===== config.mk =====
export PLATFORM = sky130hd
export DESIGN_NAME = periph_bus_arbiter
export DESIGN_NICKNAME = d
export VERILOG_FILES = /design/src/rtl/periph_bus_arbiter.sv
export SDC_FILE = /design/constraint.sdc
export NUM_CORES = 1
export LEC_CHECK = 0
export ABC_AREA = 1
export BUFFER_PORTS_ARGS = -buffer_cell sky130_fd_sc_hd__clkbuf_2
export CAP_MARGIN = 20
export CORE_MARGIN = 4
export CORE_UTILIZATION = 53
export CTS_CLUSTER_DIAMETER = 200
export DETAILED_ROUTE_END_ITERATION = 8
export PLACE_DENSITY = 0.95
export REMOVE_ABC_BUFFERS = 1
export SLEW_MARGIN = 20
export SYNTH_ARGS = -nofsm -noshare
export SYNTH_HDL_FRONTEND = slang
export SYNTH_SLANG_ARGS = --single-unit

===== constraint.sdc =====
create_clock -name clk -period 4.6 [get_ports clk]
set_clock_uncertainty 0.05 [all_clocks]
set_input_delay 0.23 -clock clk [delete_from_list [all_inputs] [get_ports clk]]
set_output_delay 0.23 -clock clk [all_outputs]
set_load 0.05 [all_outputs]

===== src/rtl/periph_bus_arbiter.sv =====
// Two-requester round-robin arbiter bridging m0/m1 transactions onto a single
// peripheral bus with separate write and read strobes.
module periph_bus_arbiter #(
  parameter int unsigned RD_LAT = 1
) (
  input  logic        clk,
  input  logic        rst,
  input  logic        m0_req,
  input  logic        m1_req,
  input  logic        m0_we,
  input  logic        m1_we,
  input  logic [31:0] m0_addr,
  input  logic [31:0] m1_addr,
  input  logic [31:0] m0_wdata,
  input  logic [31:0] m1_wdata,
  output logic        m0_ack,
  output logic        m1_ack,
  output logic [31:0] m0_rdata,
  output logic [31:0] m1_rdata,
  output logic [31:0] sys_w_addr,
  output logic [31:0] sys_r_addr,
  output logic [31:0] sys_w_line,
  input  logic [31:0] sys_r_line,
  output logic        sys_w,
  output logic        sys_r,
  output logic        busy
);

  typedef enum logic [1:0] {
    IDLE = 2'd0,
    WR   = 2'd1,
    RD   = 2'd2,
    ACK  = 2'd3
  } state_t;

  localparam logic [3:0] LAST_CNT = 4'(RD_LAT - 1);

  state_t      r_state;
  logic [3:0]  r_cnt;
  logic        r_last_grant;
  logic        r_gnt;
  logic        r_m0_ack;
  logic        r_m1_ack;
  logic [31:0] r_m0_rdata;
  logic [31:0] r_m1_rdata;
  logic        r_sys_w;
  logic        r_sys_r;
  logic [31:0] r_sys_w_addr;
  logic [31:0] r_sys_r_addr;
  logic [31:0] r_sys_w_line;
  logic        r_busy;

  logic        w_any;
  logic        w_gnt;
  logic        w_we;
  logic [31:0] w_addr;
  logic [31:0] w_wdata;

  // On a tie the requester that did not win last time is chosen.
  assign w_any   = m0_req | m1_req;
  assign w_gnt   = (m0_req & m1_req) ? ~r_last_grant : m1_req;
  assign w_we    = w_gnt ? m1_we    : m0_we;
  assign w_addr  = w_gnt ? m1_addr  : m0_addr;
  assign w_wdata = w_gnt ? m1_wdata : m0_wdata;

  // NOTE: every register below is state, so it is assigned with <= only;
  // blocking assignments here would create ordering-dependent simulation.
  always_ff @(posedge clk or negedge rst) begin
    if (!rst) begin
      r_state      <= IDLE;
      r_cnt        <= 4'd0;
      r_last_grant <= 1'b1;
      r_gnt        <= 1'b0;
      r_m0_ack     <= 1'b0;
      r_m1_ack     <= 1'b0;
      // NOTE: the read-data holding registers are reset too, so an aborted
      // or never-issued read always presents zero rather than stale data.
      r_m0_rdata   <= 32'd0;
      r_m1_rdata   <= 32'd0;
      r_sys_w      <= 1'b0;
      r_sys_r      <= 1'b0;
      r_sys_w_addr <= 32'd0;
      r_sys_r_addr <= 32'd0;
      r_sys_w_line <= 32'd0;
      r_busy       <= 1'b0;
    end else begin
      case (r_state)
        IDLE: begin
          // The bus-side address/data registers double as the latched
          // transaction, so later changes on the requester ports are ignored.
          if (w_any) begin
            r_gnt  <= w_gnt;
            r_busy <= 1'b1;
            r_cnt  <= 4'd0;
            if (w_we) begin
              r_state      <= WR;
              r_sys_w      <= 1'b1;
              r_sys_w_addr <= w_addr;
              r_sys_w_line <= w_wdata;
            end else begin
              r_state      <= RD;
              r_sys_r      <= 1'b1;
              r_sys_r_addr <= w_addr;
            end
          end
        end
        WR: begin
          r_sys_w      <= 1'b0;
          r_sys_w_addr <= 32'd0;
          r_sys_w_line <= 32'd0;
          r_m0_ack     <= ~r_gnt;
          r_m1_ack     <= r_gnt;
          r_state      <= ACK;
        end
        RD: begin
          if (r_cnt == LAST_CNT) begin
            if (r_gnt) r_m1_rdata <= sys_r_line;
            else       r_m0_rdata <= sys_r_line;
            r_sys_r      <= 1'b0;
            r_sys_r_addr <= 32'd0;
            r_m0_ack     <= ~r_gnt;
            r_m1_ack     <= r_gnt;
            r_state      <= ACK;
          end else begin
            r_cnt <= r_cnt + 4'd1;
          end
        end
        ACK: begin
          r_m0_ack     <= 1'b0;
          r_m1_ack     <= 1'b0;
          r_last_grant <= r_gnt;
          r_busy       <= 1'b0;
          r_cnt        <= 4'd0;
          r_state      <= IDLE;
        end
        default: r_state <= IDLE;
      endcase
    end
  end

  assign m0_ack     = r_m0_ack;
  assign m1_ack     = r_m1_ack;
  assign m0_rdata   = r_m0_rdata;
  assign m1_rdata   = r_m1_rdata;
  assign sys_w      = r_sys_w;
  assign sys_r      = r_sys_r;
  assign sys_w_addr = r_sys_w_addr;
  assign sys_r_addr = r_sys_r_addr;
  assign sys_w_line = r_sys_w_line;
  assign busy       = r_busy;

endmodule

==> implementation parameters <==
Parameter                              Value

Layout
  Fraction of final layout cells sized beyond drive strength 1    27.2%
  Final net count    1605
  Area taken by flip-flops and latches    4330 um^2
  Area growth from synthesis to layout    30.5%
  Utilization after layout    70.3%
  Finished Cell Area    11100 um^2
  Number of cells in the finished layout apart from fillers    approximately 1700
  Multi-input gate area    about 3600 um^2
  Filler Cells Inserted    ~1200

Clocking
  Resized Gates After CTS    0
  Root cell of the clock tree    clkbuf_16
  TritonCTS clock tree    yes
  Post-CTS setup buffer count    0
  Clock tree sinks    173
  H-tree level count    4
  Number of buffers created by CTS    17
  Maximum number of buffers from clock root to sink    2
  Clock latency on the worst-skew pair    0.42 ns
  Clock slew at the register clock pins of the worst setup and hold paths    about 0.080 ns

Worst hold path
  Number of cells on the worst hold path    3
  Type of the tightest min-delay check    input pin to register

Route
  Ratio of routed vias to standard cells    5.43
  DR iter-0 viols    713
  Post-route antenna net violation count    0
  Via Count    about 9000
  Detail-routed net length per standard cell    16.8 um
  1st-pass router iterations    6
  Total detailed-routing wirelength    27900 um
  DRC    0

Yosys
  Most common cell in the synthesized netlist    nand2_1
  Post-synthesis area per instance    7.62 um^2
  Count of flip-flops with a built-in enable after synthesis    0
  Synthesis warning total    0
  Sequential-to-total area share from yosys stat    51.0%
  Cell type with the largest total area after synthesis    dfrtp_1
  Count of state elements after synthesis    173
  Count of different cell masters after synthesis    24
  Most common flop cell mapped by yosys    dfrtp_1
  Area share of the leading cell type in the synthesized netlist    50.7%
  Dominant cells by area after synthesis    dfrtp_1, nand2_1, nand3_1, nor2_1, nand3b_1
  Post-synth top cells    nand2_1, dfrtp_1, nand3_1
  Number of cells produced by synthesis    1115
  Cell area after synthesis    8500 um^2
  Post-synth ARST share    100%

STA
  Relative max-transition margin    27.3%
  Final critical-path required period    about 3.2 ns
  Max-slew violation total from the final report    0
  Worst setup slack after layout    1.41 ns
  Fmax    roughly 310 MHz
  Setup TNS    0 ns
  Period utilization    a little over two thirds
  Worst slack on hold paths    0.0189 ns
  RSZ-0062 raised after global routing    false
  Measured slew at the worst slew-check pin    ~1.1 ns
  Total setup violations reported at the end of the flow    0
  Final Hold Fails    0

Run status
  Status    completed

Die
  Placeable core region    15800 um^2
  Horizontal die dimension    between 100 and 150 um
  Effective utilization at floorplan    between 50% and 60%
  Die area    18100 um^2
  Die Height    135 um
  # rows    46
  Top Ports    ~330

Worst setup path
  Required time worst endpoint    about 4.9 ns
  Depth of the most critical reg-to-reg path    9
  Setup crit start kind    register
  Largest driver fanout on the critical path    67
  Type of destination of the critical path    register
  Crit Path Category    register to register
  Crit path DAT    roughly 3.4 ns

Power
  Total Power    10.1 mW
  Total power per unit cell area    910 nW/um^2
  Peak supply drop    0.681 mV
  Static Leakage    6.33 nW

Global routing
  Antenna violations before repair    0
  GR Util All Layers    30.2%
  Overflow after GRT    0
  Maximum number of pins on one net before global-route repair    108
  Wire length of the first global-routing pass    ~44000 um
  Vias in the first global route    8650

Placement
  PortBufs    330
  Number of placed cells counting well taps    1595
  Placement-stage cell area    slightly above 10000 um^2
  Half-perimeter wire length after placement    approximately 18000 um
  Placement Setup Slack    1.45 ns
  Last weighted congestion value of the routability-driven placer    between 0.8 and 0.9

Run
  Max-Cap Viols    0
[state kept, by name, indices dropped and copies added, names as in the netlist]
signal	cells
m1_ack	1
sys_w	1
busy	1
sys_r_addr	32
sys_w_line	32
m0_rdata	32
sys_r	1
sys_w_addr	32
m1_rdata	32
r_last_grant	1
r_gnt	1
r_cnt	4
m0_ack	1
r_state	2
[worst paths after layout]
check / startpoint / to / slack [ns]
setup / recovery: r_last_grant / sys_r_addr[13] / 1.41
hold / removal: sys_r_line[30] / m1_rdata[30] / 0.02
setup reg to reg: r_last_grant / sys_r_addr[13] / 1.41
hold reg to reg: sys_r_addr[19] / sys_r_addr[19] / 0.43
max in group asynchronous: rst / m1_rdata[18] / 2.96
min in group asynchronous: rst / m0_rdata[25] / 0.45
[area by class of cell]
| cell class | count | area share (%) |
|---|---|---|
| Clock inverter | 15 | 1.55 |
| Timing Repair Buffer | 377 | 18.9 |
| Multi-Input combinational cell | 812 | 32.5 |
| Antenna cell | 1 | 0.0226 |
| Inverter | 50 | 1.69 |
| Tap cell | 216 | 2.44 |
| Clock buffer | 17 | 3.84 |
| Sequential cell | 173 | 39.1 |
[timing repair]
action | 4_1_cts | 5_1_grt
hold buffers | 32 | 0
endpoints found under the setup margin | 0 | 0
hold endpoints to repair | 158 | 0
[routing by layer]
layer	track usage [%]	vias up	wire [um]
met3	6.22	114	2390
li1	-	4168	-
met2	52.3	566	14100
met1	35.6	4164	9950
met4	16.1	0	1500
met5	0	-	0
[cell families (layout without fill, tap and decap cells)]
logic type      Yosys count  count (layout)  synth area share [%]
simple gates            694             694                  34.4
flops                   173             173                  51.0
buf+inv                 130             459                  6.80
compound gates          109             109                  6.52
fa+ha+maj                 8               8                  1.18
xor+xnor                  1               1                 0.103
other cells               0               1                     0
[where the power goes]
group | leakage (nW) | internal (mW) | switching, mW | total (mW)
Combinational | 3.88 | 1.26 | 4.61 | 5.87
Clock | 0.288 | 0.777 | 0.680 | 1.46
Sequential | 2.16 | 2.26 | 0.495 | 2.75
[cells in the final DEF, fill, tap and decap left out, drive strengths merged]
cell,instances
nand2,446
clkbuf,346
dfrtp,172
nand3,139
nor2,75
o21ai,74
inv,58
a21oi,34
nand3b,33
dlygate4sd3,32
buf,16
ha,8
clkinv,4
clkinvlp,2
diode,1
o22ai,1
or2,1
xor2,1
bufinv,1
dfstp,1
[worst max-delay path, cell delays in order, from the launching register on]
cell and delay [ns]:
dfstp_2 0.54, nand2_2 0.04, buf_4 0.32, nand2_2 0.56, nand2_1 0.10, nand3_1 0.09
buf_4 0.35, nand3_2 0.63, nand2_1 0.25, nand2_1 0.08
Power figures use the tool's default switching activity.
